==> src/rtl/game_pkg.sv <==
// Shared definitions for the quidditch match sequencer.
// Holds the game state encoding, winner codes, the player recentre
// position and the default frame counts for the serve and goal phases.
package game_pkg;

  typedef enum logic [2:0] {
    ST_IDLE  = 3'd0,
    ST_SERVE = 3'd1,
    ST_PLAY  = 3'd2,
    ST_GOAL  = 3'd3,
    ST_OVER  = 3'd4
  } game_state_t;

  localparam logic [1:0] WIN_NONE  = 2'b00;
  localparam logic [1:0] WIN_TEAM1 = 2'b01;
  localparam logic [1:0] WIN_TEAM2 = 2'b10;

  // Vertical position the player controllers return to on pos_reset.
  localparam int PLAYER_CENTRE = 240;

  localparam int DEFAULT_WIN_SCORE    = 7;
  localparam int DEFAULT_SERVE_FRAMES = 60;
  localparam int DEFAULT_GOAL_FRAMES  = 120;

endpackage

==> src/rtl/frame_timer.sv <==
// Frame down-counter shared by the SERVE and GOAL phases.
// Ports:
//   clk, rst_n : clock, asynchronous active-low reset
//   load       : load count with load_val (has priority over tick)
//   load_val   : value loaded on load
//   tick       : count one frame
//   done       : high when tick arrives while count == 1
module frame_timer #(
  parameter int W = 8
) (
  input  logic         clk,
  input  logic         rst_n,
  input  logic         load,
  input  logic [W-1:0] load_val,
  input  logic         tick,
  output logic         done
);

  logic [W-1:0] count_reg;

  always_ff @(posedge clk or negedge rst_n) begin
    if (!rst_n) begin
      count_reg <= '0;
    end else if (load) begin
      count_reg <= load_val;
    end else if (tick && (count_reg != '0)) begin
      count_reg <= count_reg - 1'b1;
    end
  end

  assign done = tick && (count_reg == W'(1));

endmodule

==> src/rtl/match_controller.sv <==
// Top-level game sequencer for the quidditch datapath.
// Ports:
//   clk, rst_n     : clock, asynchronous active-low reset
//   frame_tick     : one-cycle pulse per video frame
//   start_button   : raw active-low start button (asynchronous)
//   goal_team1/2   : one-cycle goal pulses from the ball controller
//   play_en        : movement enable for players and ball
//   pos_reset      : one-cycle recentre pulse on every serve entry
//   serve_dir      : 0 = serve toward team1, 1 = toward team2
//   team1/2_score  : current scores
//   winner         : 00 none, 01 team1, 10 team2
//   game_state     : state encoding for display/debug
module match_controller
  import game_pkg::*;
#(
  parameter int WIN_SCORE    = DEFAULT_WIN_SCORE,
  parameter int SERVE_FRAMES = DEFAULT_SERVE_FRAMES,
  parameter int GOAL_FRAMES  = DEFAULT_GOAL_FRAMES,
  parameter int TIMER_W      = 8
) (
  input  logic       clk,
  input  logic       rst_n,
  input  logic       frame_tick,
  input  logic       start_button,
  input  logic       goal_team1,
  input  logic       goal_team2,
  output logic       play_en,
  output logic       pos_reset,
  output logic       serve_dir,
  output logic [3:0] team1_score,
  output logic [3:0] team2_score,
  output logic [1:0] winner,
  output logic [2:0] game_state
);

  localparam logic [3:0]         WIN_VAL   = 4'(WIN_SCORE);
  localparam logic [TIMER_W-1:0] SERVE_VAL = TIMER_W'(SERVE_FRAMES);
  localparam logic [TIMER_W-1:0] GOAL_VAL  = TIMER_W'(GOAL_FRAMES);

  // Start button synchroniser and falling-edge press detector.
  logic sync1_reg, sync2_reg, sync3_reg;
  logic press;

  always_ff @(posedge clk or negedge rst_n) begin
    if (!rst_n) begin
      sync1_reg <= 1'b1;
      sync2_reg <= 1'b1;
      sync3_reg <= 1'b1;
    end else begin
      sync1_reg <= start_button;
      sync2_reg <= sync1_reg;
      sync3_reg <= sync2_reg;
    end
  end

  assign press = sync3_reg && !sync2_reg;

  // Registered state and outputs.
  game_state_t state_reg, state_next;
  logic        play_en_reg, play_en_next;
  logic        pos_reset_reg, pos_reset_next;
  logic        serve_dir_reg, serve_dir_next;
  logic [3:0]  score1_reg, score1_next;
  logic [3:0]  score2_reg, score2_next;
  logic [1:0]  winner_reg, winner_next;
  // High during the first cycle of SERVE or GOAL, where a frame_tick is not counted.
  logic        first_reg, first_next;

  logic                timer_load;
  logic [TIMER_W-1:0]  timer_load_val;
  logic                timer_tick;
  logic                timer_done;

  assign timer_tick = frame_tick && !first_reg &&
                      ((state_reg == ST_SERVE) || (state_reg == ST_GOAL));

  frame_timer #(
    .W(TIMER_W)
  ) u_frame_timer (
    .clk      (clk),
    .rst_n    (rst_n),
    .load     (timer_load),
    .load_val (timer_load_val),
    .tick     (timer_tick),
    .done     (timer_done)
  );

  always_ff @(posedge clk or negedge rst_n) begin
    if (!rst_n) begin
      state_reg     <= ST_IDLE;
      play_en_reg   <= 1'b0;
      pos_reset_reg <= 1'b0;
      serve_dir_reg <= 1'b0;
      score1_reg    <= 4'd0;
      score2_reg    <= 4'd0;
      winner_reg    <= WIN_NONE;
      first_reg     <= 1'b0;
    end else begin
      state_reg     <= state_next;
      play_en_reg   <= play_en_next;
      pos_reset_reg <= pos_reset_next;
      serve_dir_reg <= serve_dir_next;
      score1_reg    <= score1_next;
      score2_reg    <= score2_next;
      winner_reg    <= winner_next;
      first_reg     <= first_next;
    end
  end

  always_comb begin
    state_next     = state_reg;
    serve_dir_next = serve_dir_reg;
    score1_next    = score1_reg;
    score2_next    = score2_reg;
    winner_next    = winner_reg;
    timer_load     = 1'b0;
    timer_load_val = SERVE_VAL;

    unique case (state_reg)
      ST_IDLE, ST_OVER: begin
        if (press) begin
          state_next     = ST_SERVE;
          timer_load     = 1'b1;
          timer_load_val = SERVE_VAL;
          score1_next    = 4'd0;
          score2_next    = 4'd0;
          winner_next    = WIN_NONE;
          serve_dir_next = 1'b0;
        end
      end

      ST_SERVE: begin
        if (timer_done) begin
          state_next = ST_PLAY;
        end
      end

      ST_PLAY: begin
        // Simultaneous goals cancel out and are ignored.
        if (goal_team1 && !goal_team2) begin
          state_next     = ST_GOAL;
          score1_next    = score1_reg + 4'd1;
          serve_dir_next = 1'b0;
          timer_load     = 1'b1;
          timer_load_val = GOAL_VAL;
        end else if (goal_team2 && !goal_team1) begin
          state_next     = ST_GOAL;
          score2_next    = score2_reg + 4'd1;
          serve_dir_next = 1'b1;
          timer_load     = 1'b1;
          timer_load_val = GOAL_VAL;
        end
      end

      ST_GOAL: begin
        if (timer_done) begin
          if (score1_reg == WIN_VAL) begin
            state_next  = ST_OVER;
            winner_next = WIN_TEAM1;
          end else if (score2_reg == WIN_VAL) begin
            state_next  = ST_OVER;
            winner_next = WIN_TEAM2;
          end else begin
            state_next     = ST_SERVE;
            timer_load     = 1'b1;
            timer_load_val = SERVE_VAL;
          end
        end
      end

      default: begin
        state_next = ST_IDLE;
      end
    endcase

    play_en_next   = (state_next == ST_PLAY);
    pos_reset_next = (state_next == ST_SERVE) && (state_reg != ST_SERVE);
    first_next     = (state_next != state_reg) &&
                     ((state_next == ST_SERVE) || (state_next == ST_GOAL));
  end

  assign play_en     = play_en_reg;
  assign pos_reset   = pos_reset_reg;
  assign serve_dir   = serve_dir_reg;
  assign team1_score = score1_reg;
  assign team2_score = score2_reg;
  assign winner      = winner_reg;
  assign game_state  = state_reg;

endmodule

==> config.mk <==
export PLATFORM = sky130hd
export DESIGN_NAME = match_controller
export DESIGN_NICKNAME = d
export VERILOG_FILES = /design/src/rtl/game_pkg.sv /design/src/rtl/frame_timer.sv /design/src/rtl/match_controller.sv
export SDC_FILE = /design/constraint.sdc
export NUM_CORES = 1
export LEC_CHECK = 0
export CORE_UTILIZATION = 35
export CTS_CLUSTER_DIAMETER = 100
export DETAILED_ROUTE_END_ITERATION = 10
export DONT_BUFFER_PORTS = 1
export GPL_ROUTABILITY_DRIVEN = 1
export RECOVER_POWER = 25
export SLEW_MARGIN = 10
export SYNTH_ARGS = -nofsm -noshare
export SYNTH_HDL_FRONTEND = slang
export SYNTH_SLANG_ARGS = --single-unit
==> constraint.sdc <==
create_clock -name clk -period 3.6 [get_ports clk]
set_clock_uncertainty 0.1 [all_clocks]
set_input_delay 0.18 -clock clk [delete_from_list [all_inputs] [get_ports clk]]
set_output_delay 0.18 -clock clk [all_outputs]
set_load 0.01 [all_outputs]
==> results of run 1 <==
power breakdown:
part / switching (mW) / internal [mW] / leakage [nW] / total, mW
Sequential: 0.0692 / 0.357 / 0.352 / 0.426
Clock: 0.101 / 0.0982 / 0.0288 / 0.199
Combinational: 0.0825 / 0.0704 / 0.302 / 0.153
Total: 0.253 / 0.526 / 0.682 / 0.779
layout make-up:
| type | instances | area, um^2 | area share (%) |
|---|---|---|---|
| multi-input cells | 109 | 739 | 46.1 |
| flip-flops and latches | 28 | 704 | 43.9 |
| well taps | 50 | 62.6 | 3.90 |
| clock buffers | 4 | 55.1 | 3.43 |
| repair buffers | 3 | 23.8 | 1.48 |
| inverters | 5 | 18.8 | 1.17 |
critical path, cell delays in order (launching register included):
cell,delay (ns)
dfrtp_1,0.57
nor2_1,0.28
nand2b_1,0.30
a2111oi_0,0.65
a21o_1,0.14
timing repair:
action	4_1_cts	5_1_grt
hold buffers	3	0
hold endpoints to repair	29	0
setup buffers	0	0
cell families (layout without fill, tap and decap cells):
logic type / Yosys count / in the layout / share of synthesized area, %
adders and majority gates: 7 / 7 / 5.93
muxes: 1 / 1 / 0.678
xor gates and xnor gates: 9 / 9 / 5.34
DFF: 28 / 28 / 47.7
buffers and inverters: 8 / 12 / 2.20
and+or+nand+nor: 70 / 70 / 27.9
AOI/OAI and AO/OA: 22 / 22 / 10.3
layer usage:
| metal | vias to the layer above | share of wire (%) | GRT usage [%] |
|---|---|---|---|
| met3 | 5 | 5.2 | 4.97 |
| met5 | - | 0 | 0 |
| li1 | 520 | - | - |
| met1 | 533 | 45 | 18.2 |
| met4 | 0 | 1.3 | 5.59 |
| met2 | 24 | 48 | 27.5 |
how the worst max path moves through the flow:
stage / start / to / cells after the start
floorplan: game_state[2] / u_frame_timer.count_reg[1] / 6
global placement: game_state[0] / u_frame_timer.count_reg[4] / 5
detailed placement: game_state[0] / serve_dir / 4
CTS: game_state[0] / serve_dir / 4
global route: game_state[0] / serve_dir / 4
finish: game_state[0] / serve_dir / 4
placed cells by master (no fill, tap or decap), drive strengths merged, types with 2 or more instances in the layout:
master        n
a2111oi       2
a211oi        2
a21oi         3
a31oi         3
clkbuf        5
dfrtp        25
dfstp         3
dlygate4sd3   2
ha            7
inv           5
nand2        17
nand2b        5
nand3         5
nand3b        3
nand4         3
nor2         15
nor3          7
nor4b         2
nor4bb        2
o21ai         8
or4           2
xnor2         4
xor2          5
through the flow:
step | util (%) | power (mW) | instances
global route | 39.8 | 0.828 | 199
CTS | 40.2 | 0.792 | 199
floorplan | - | 0.538 | 145
detailed placement | 37.9 | 0.579 | 192
finish | 39.8 | 0.779 | 199
global placement | 37.9 | 0.568 | 192
==> reports/metrics.yaml, run 1 <==
yosys:
  netlist_area_um2: 1480
  synth_nets: 158
  ys_ff_latch: 28
  yosysSeqAreaShare_pct: 47.7
  ys_top_cells_by_area: "dfrtp_1 42%, ha_1 5.9%, dfstp_2 5.3%"
  syn_inst: 145
  synthFlopType: "dfrtp_1"
  synth.largest_area_cell: "dfrtp_1"
  yosysMostFrequentCell: "dfrtp_1"
  synth.avg_cell_area_um2: 10.2
  synth_top_cell_area_share_pct: 42.4
  ys.warnings.count: 0
  synth.distinct_cells: 40
  synthArstFlopShare_pct: 100
  synth_commonest_cells: "25 x dfrtp_1, 17 x nand2_1, 15 x nor2_1"
  synth_edf_count: 0
final_layout:
  antennaDiodeCount: 0
  syn2layout_area_growth_pct: 8.64
  finalInstanceArea_um2: 1600
  fillers: 414
  final_nets: 163
  drive_gt1_share_pct: 10.1
  largest_register_ffs: 8
setup_path:
  r2r_cells: 4
  worstSetupPathType: "reg -> reg"
  r2r-end: "serve_dir"
  required_ns: 3.72
  reg2reg_slack_ns: 1.51
  cp_max_fo: 14
  cp.arrival_ns: 2.21
  regToRegStartpoint: "game_state[0]"
  critPathCaptureType: "register"
  setup.worst_path.start_class: "register"
cts:
  postCtsResizedCells: 0
  cts_tree: "yes"
  numClockSinks: 28
  cts_root_buffer: "clkbuf_8"
  clk-insertion-delay-late_ns: 0.28
  cts_made_buffers: 3
  h-tree-depth: 1
  cts.path.max_buffers: 2
  clk_pin_slew_ns: 0.10
sta:
  setup_viol: 0
  hold_viol: 0
  worst_slew_pin_slew_ns: 1.45
  rsz0062_at_grt: "false"
  slew_headroom_pct: 3.56
  fin_crit_ns: 2.09
  drv_slew: 0
  whs_ns: 0.204
  finalSetupTns_ns: 0
  fin_crit_sh_pct: 58.1
  setup_ws_ns: 1.51
  max_freq_ghz: 0.478
drt:
  detail-route-antenna-nets: 0
  dr.pass1.iters: 4
  initialDrtViolationCount: 49
  drt_wl_total_mm: 3.06
  wire_per_inst_um: 15.4
  via_per_inst: 5.44
  route.detailed.drc: 0
  vias: 1082
floorplanning:
  initial_core_util_pct: 36.6
  dieArea_um2: 4480
  num_rows: 23
  die_h_um: 67.0
  core_area_um2: 4030
  fp.dieW_um: 67.0
  io_pins: 22
placement:
  hpwl_mm: 2.26
  numPortBuffers: 0
  place_area_um2: 1530
  pre_cts_ws_ns: 1.50
  place.gp.congestion: 0.770
hold_path:
  hold_path_class: "in -> reg"
  hold_depth: 3
  worstHoldStart: "frame_tick"
  holdPathEnd: "u_frame_timer.count_reg[6]"
global_route:
  grtUsageTotal_pct: 15.9
  grt.overflow.total: 0
  grt_pass1_vias: 1082
  grt_max_degree: 29
  grt_pass1_wl_mm: 5.18
  antenna_found_initial: 0
pwr:
  worst_ir_drop_vdd_mv: 0.219
  power_leakage_nw: 0.682
  power.density_nw_per_um2: 485
flow_run:
  max-cap-violations: 0
run_status:
  status: "completed"
Power figures use the tool's default switching activity.
==> run 2: changes to the inputs <==
- clock period: 3.6 -> 2.1 ns (I/O delays scaled with it)
==> reports/metrics.yaml, run 2 (synthesis gave the netlist of run 1 again) <==
run_status:
  status: "completed"
sta:
  hold_viol: 0  # unchanged
  worst_slew_pin_slew_ns: 1.47  # +0.0257 ns
  finalSetupTns_ns: 0  # unchanged
  fin_crit_ns: 1.95  # -0.142 ns
  slew_headroom_pct: 1.84  # -1.7 points
  max_freq_ghz: 0.513  # +7.3%
  fin_crit_sh_pct: 92.9  # +35 points
  setup_viol: 0  # unchanged
  drv_slew: 0  # unchanged
  rsz0062_at_grt: "false"
global_route:
  antenna_found_initial: 0  # unchanged
  grtUsageMet3_pct: 5.48  # +0.51 points
  grtUsageTotal_pct: 15.9  # +0.029 points
  grtUsageMet1_pct: 18.6  # +0.41 points
  grt_pass1_vias: 1105  # +2.1%
  use_met2_pct: 27.9  # +0.38 points
  grt_pass1_wl_mm: 5.24  # +1.2%
  grt.overflow.total: 0  # unchanged
  grt_max_degree: 29  # unchanged
  busiest_layer: "met2"
cts:
  cts.path.max_buffers: 2  # unchanged
  clk-insertion-delay-late_ns: 0.28  # about the same
  clk_pin_slew_ns: 0.10  # about the same
  cts_setup_buffers: 0  # unchanged
  cts_tree: "yes"
  numClockSinks: 28  # unchanged
  cts_root_buffer: "clkbuf_8"
  cts_made_buffers: 3  # unchanged
  h-tree-depth: 1  # unchanged
pwr:
  p_int_mw: 0.879  # +67%
  switching_power_mw: 0.436  # +72%
  worst_ir_drop_vdd_mv: 0.414  # +89%
  pwr-share-seq_pct: 55.4  # +0.7 points
  netSwitchingFraction_pct: 33.1  # +0.64 points
  power.density_nw_per_um2: 799  # +65%
  power_leakage_nw: 0.707  # +3.6%
  pwr-share-comb_pct: 21.8  # +2.2 points
  p_clk_share_pct: 22.8  # -2.8 points
setup_path:
  crit_chain: "nand4bb_1 -> a31oi_4 -> nand2_1 -> or4_1 -> nand3_1"
  cp_max_fo: 8  # -6
  reg2reg_slack_ns: 0.15  # -1.36 ns
  required_ns: 2.22  # -1.50 ns
  r2r_cells: 5  # +1
  critPathMaxStageDelay_ns: 0.46  # -0.19 ns
  setup.worst_path.start_class: "register"
  crit_slowest_cell: "dfrtp_1"
  r2r-end: "u_frame_timer.count_reg[5]"
  regToRegStartpoint: "game_state[2]"
  worstSetupPathType: "reg -> reg"
  cp.arrival_ns: 2.07  # -0.14 ns
  critPathCaptureType: "register"
flow_run:
  max-cap-violations: 0  # unchanged
floorplanning:
  num_rows: 23  # unchanged
  die_h_um: 67.0  # unchanged
  io_pins: 22  # unchanged
  initial_core_util_pct: 36.6  # unchanged
  fp.dieW_um: 67.0  # unchanged
  dieArea_um2: 4480  # unchanged
  core_area_um2: 4030  # unchanged
drt:
  wire_per_inst_um: 15.0  # -2.1%
  drt_wl_total_mm: 3.08  # +0.82%
  dr.pass1.iters: 4  # unchanged
  vias: 1086  # +0.37%
  detail-route-antenna-nets: 0  # unchanged
  initialDrtViolationCount: 41  # -16%
  route.detailed.drc: 0  # unchanged
  via_per_inst: 5.30  # -2.6%
final_layout:
  syn2layout_area_growth_pct: 11.4
  drive_gt1_share_pct: 13.5  # +3.5 points
  antennaDiodeCount: 0  # unchanged
  final_common_cell: "dfrtp_1"
  largest_register_ffs: 8  # unchanged
  final_util_pct: 40.8  # +1.0 points
  final_nets: 169  # +3.7%
  layout_common_cells: "25 x dfrtp_1, 17 x nand2_1, 15 x nor2_1"
placement:
  numPortBuffers: 0  # unchanged
  place.gp.congestion: 0.872  # +13%
  hpwl_mm: 2.39  # +5.6%
hold_path:
  worstHoldStart: "frame_tick"
  hold_depth: 3  # unchanged
  hold_path_class: "in -> reg"
  holdPathEnd: "u_frame_timer.count_reg[6]"
==> run 2: cell types whose count changed in the layout (fill, tap and decap cells not counted) <==
cell / previous run / this run
buf_4: 0 / 6
clkbuf_1: 1 / 2
clkbuf_8: 4 / 3
nor4bb_1: 2 / 1
nor4bb_2: 0 / 1
==> run 2: what timing repair did <==
action                                  CTS  global route
hold buffers                              3             0
endpoints found under the hold margin    29             0
resized for setup                         0             1
endpoints found under the setup margin    0             4
==> run 2: stage by stage <==
step / setup WS (ns) / cells / power, mW / hold WS [ns] / area [um^2]
2_1_floorplan: 0.325 / 145 / 0.922 / -0.291 / 1480
3_3_place_gp: 0.230 / 198 / 0.980 / -0.290 / 1570
3_5_place_dp: 0.130 / 198 / 1.01 / -0.290 / 1570
4_1_cts: 0.110 / 205 / 1.33 / 0.111 / 1660
5_1_grt: 0.00191 / 205 / 1.40 / 0.133 / 1650
6_report: 0.150 / 205 / 1.31 / 0.115 / 1650
==> run 2: layout make-up <==
type / count / area, um^2
inverters: 5 / 18.8
well taps: 50 / 62.6
flip-flops and latches: 28 / 704
fillers: 411 / 2380
repair buffers: 9 / 68.8
clock buffers: 4 / 45.0
multi-input cells: 109 / 746
==> run 2: power by group through the flow <==
stage	logic [mW]	registers, mW	clock network, mW
6_report	0.286	0.729	0.300
5_1_grt	0.325	0.739	0.334
4_1_cts	0.291	0.725	0.312
3_5_place_dp	0.271	0.736	0
3_3_place_gp	0.254	0.726	0
2_1_floorplan	0.213	0.709	0
==> run 2: worst max-delay path: cells and delay by family, from the launching register on <==
kind | cells | cell delay [ns]
AOI/OAI and AO/OA | 1 | 0.33
DFF | 1 | 0.46
and+or+nand+nor | 4 | 0.99
==> run 2: worst max path at each step <==
stage	from	endpoint	slack, ns	depth (start not counted)
after floorplan	game_state[2]	u_frame_timer.count_reg[1]	0.33	6
after global placement	game_state[2]	u_frame_timer.count_reg[4]	0.23	5
after detailed placement	game_state[2]	u_frame_timer.count_reg[4]	0.13	5
after CTS	game_state[2]	u_frame_timer.count_reg[4]	0.11	5
after global routing	u_frame_timer.count_reg[4]	u_frame_timer.count_reg[1]	0.002	5
final	game_state[2]	u_frame_timer.count_reg[5]	0.15	5
==> run 2: layer usage <==
metal / routed length, um / vias up
li1: - / 533
met1: 1360 / 524
met2: 1530 / 27
met3: 177 / 2
met4: 14 / 0
met5: 0 / -
==> run 3: changes to the inputs <==
- CORE_UTILIZATION: 35 -> 55
- CTS_CLUSTER_SIZE: not set -> 25
- PLACE_DENSITY: not set -> 0.7
- clock period: 2.1 -> 2.3 ns (I/O delays scaled with it)
==> reports/metrics.yaml, run 3 (synthesis gave the netlist of run 1 again) <==
run_status:
  status: "completed"
drt:
  detail-route-antenna-nets: 0  # unchanged
  route.detailed.drc: 0  # unchanged
  via_per_inst: 5.70  # +7.7%
  wire_per_inst_um: 14.5  # -3.5%
  drt_wl_total_mm: 2.64  # -14%
  dr.pass1.iters: 4  # unchanged
  vias: 1038  # -4.4%
  initialDrtViolationCount: 14  # -66%
pwr:
  power_leakage_nw: 0.690  # -2.4%
  worst_ir_drop_vdd_mv: 0.484  # +17%
  total_power_mw: 1.14  # -13%
  power.density_nw_per_um2: 722  # -9.6%
setup_path:
  cp_max_fo: 8  # unchanged
  crit_family: "simple AND/OR/NAND/NOR gates"
  path_buf_inv: 0  # unchanged
  required_ns: 2.42  # +0.20 ns
  cp.arrival_ns: 2.12  # +0.05 ns
  crit_start: "game_state[0]"
  regToRegStartpoint: "game_state[0]"
  setup.worst_path.start_class: "register"
  crit_slowest_cell: "dfrtp_1"
  worstSetupPathType: "reg -> reg"
  crit_chain: "nand4bb_1 -> a31oi_4 -> nor4bb_1 -> xnor2_1 -> nand2_1"
  critPathMaxStageDelay_ns: 0.52  # +0.06 ns
  critPathCaptureType: "register"
cts:
  cts_made_buffers: 3  # unchanged
  clk-insertion-delay-late_ns: 0.33  # +0.05 ns
  clk_pin_slew_ns: 0.15  # +0.05 ns
  postCtsResizedCells: 0  # unchanged
  cts.path.max_buffers: 2  # unchanged
  h-tree-depth: 1  # unchanged
  cts_tree: "yes"
  cts_root_buffer: "clkbuf_4"
  numClockSinks: 28  # unchanged
sta:
  drv_slew: 0  # unchanged
  rsz0062_at_grt: "false"
  finalSetupTns_ns: 0  # unchanged
  hold_viol: 0  # unchanged
  fin_crit_ns: 2.00  # +0.0505 ns
  slew_headroom_pct: 1.71  # -0.14 points
  setup_ws_ns: 0.300  # +0.150 ns
  worst_slew_pin_slew_ns: 1.47  # +0.00204 ns
  fin_crit_sh_pct: 87.0  # -5.9 points
  setup_viol: 0  # unchanged
  max_freq_ghz: 0.500  # -2.5%
final_layout:
  final_common_cell: "dfrtp_1"
  drive_gt1_share_pct: 11.8  # -1.7 points
  final_nets: 166  # -1.8%
  layout_common_cells: "25 x dfrtp_1, 17 x nand2_1, 15 x nor2_1"
  largest_register_ffs: 8  # unchanged
  fillers: 203  # -51%
  syn2layout_area_growth_pct: 7.20
  antennaDiodeCount: 0  # unchanged
placement:
  hpwl_mm: 2.01  # -16%
  pre_cts_ws_ns: 0.315  # +0.185 ns
  numPortBuffers: 0  # unchanged
  place.gp.congestion: 0.795  # -8.9%
global_route:
  grt_pass1_wl_mm: 4.31  # -18%
  grt_pass1_vias: 1022  # -7.5%
  grt_max_degree: 29  # unchanged
  busiest_layer: "met2"
  antenna_found_initial: 0  # unchanged
  grtUsageMet3_pct: 3.67  # -1.8 points
  grtUsageMet1_pct: 25.6  # +7.0 points
  use_met2_pct: 35.6  # +7.7 points
  grtUsageTotal_pct: 20.7  # +4.8 points
  grt.overflow.total: 0  # unchanged
floorplanning:
  initial_core_util_pct: 59.1  # +22 points
  dieArea_um2: 2900  # -35%
  fp.dieW_um: 53.8  # -20%
  num_rows: 18  # -22%
  core_area_um2: 2500  # -38%
  io_pins: 22  # unchanged
  die_h_um: 53.8  # -20%
flow_run:
  max-cap-violations: 0  # unchanged
hold_path:
  worstHoldStart: "goal_team2"
  hold_path_class: "in -> reg"
run 3: changes by cell type in the layout (fill, tap and decap cells not counted):
cell,delta
clkbuf_1,-1
nor4bb_1,+1
clkbuf_4,+3
nor4bb_2,-1
clkbuf_8,-2
buf_4,-3
run 3: path summary, 6_finish.rpt:
check	slack (ns)	to	cells after the start
max	0.30	u_frame_timer.count_reg[4]	5
min	0.07	serve_dir	3
min in group asynchronous	0.56	u_frame_timer.count_reg[2]	2
min reg2reg	0.27	sync2_reg	0
max in group asynchronous	0.69	game_state[1]	2
max reg2reg	0.30	u_frame_timer.count_reg[4]	5
run 3: power by group:
part	switching [mW]	internal, mW	leakage, nW
Combinational	0.132	0.113	0.317
Sequential	0.102	0.559	0.352
Clock	0.140	0.0969	0.0210
Total	0.375	0.769	0.690
run 3: per-stage QoR:
stage | hold WS, ns | area (um^2) | instances | utilization, %
after global routing | 0.0793 | 1580 | 182 | 63.3
after detailed placement | -0.280 | 1520 | 175 | 60.9
after CTS | 0.0714 | 1600 | 182 | 64.0
after global placement | -0.280 | 1520 | 175 | 60.9
final | 0.0693 | 1580 | 182 | 63.3
after floorplan | -0.281 | 1480 | 145 | -
run 3: worst reg2reg max path, stage by stage, from the launching register on:
cell and delay [ns]:
dfrtp_1 0.52, nand4bb_1 0.26, a31oi_4 0.32, nor4bb_1 0.46, xnor2_1 0.17, nand2_1 0.07
run 3: repair_timing:
| item | CTS | global route |
|---|---|---|
| setup buffers | 0 | 0 |
| endpoints found under the hold margin | 29 | 0 |
| hold buffers | 3 | 0 |
run 3: per-layer routing:
layer  routed length, um  vias up  part of all wire (%)
li1                    -      524                     -
met1                1250      494                    47
met2                1300       16                    49
met3                  71        4                   2.7
met4                  23        0                  0.87
met5                   0        -                     0
run 3: layout make-up:
type                            instances  area [um^2]  area share, %
Clock buffer                            4         36.3           2.29
Multi-Input combinational cell        109          739           46.7
Sequential cell                        28          704           44.5
Tap cell                               30         37.5           2.37
Timing Repair Buffer                    6         46.3           2.92
Inverter                                5         18.8           1.19
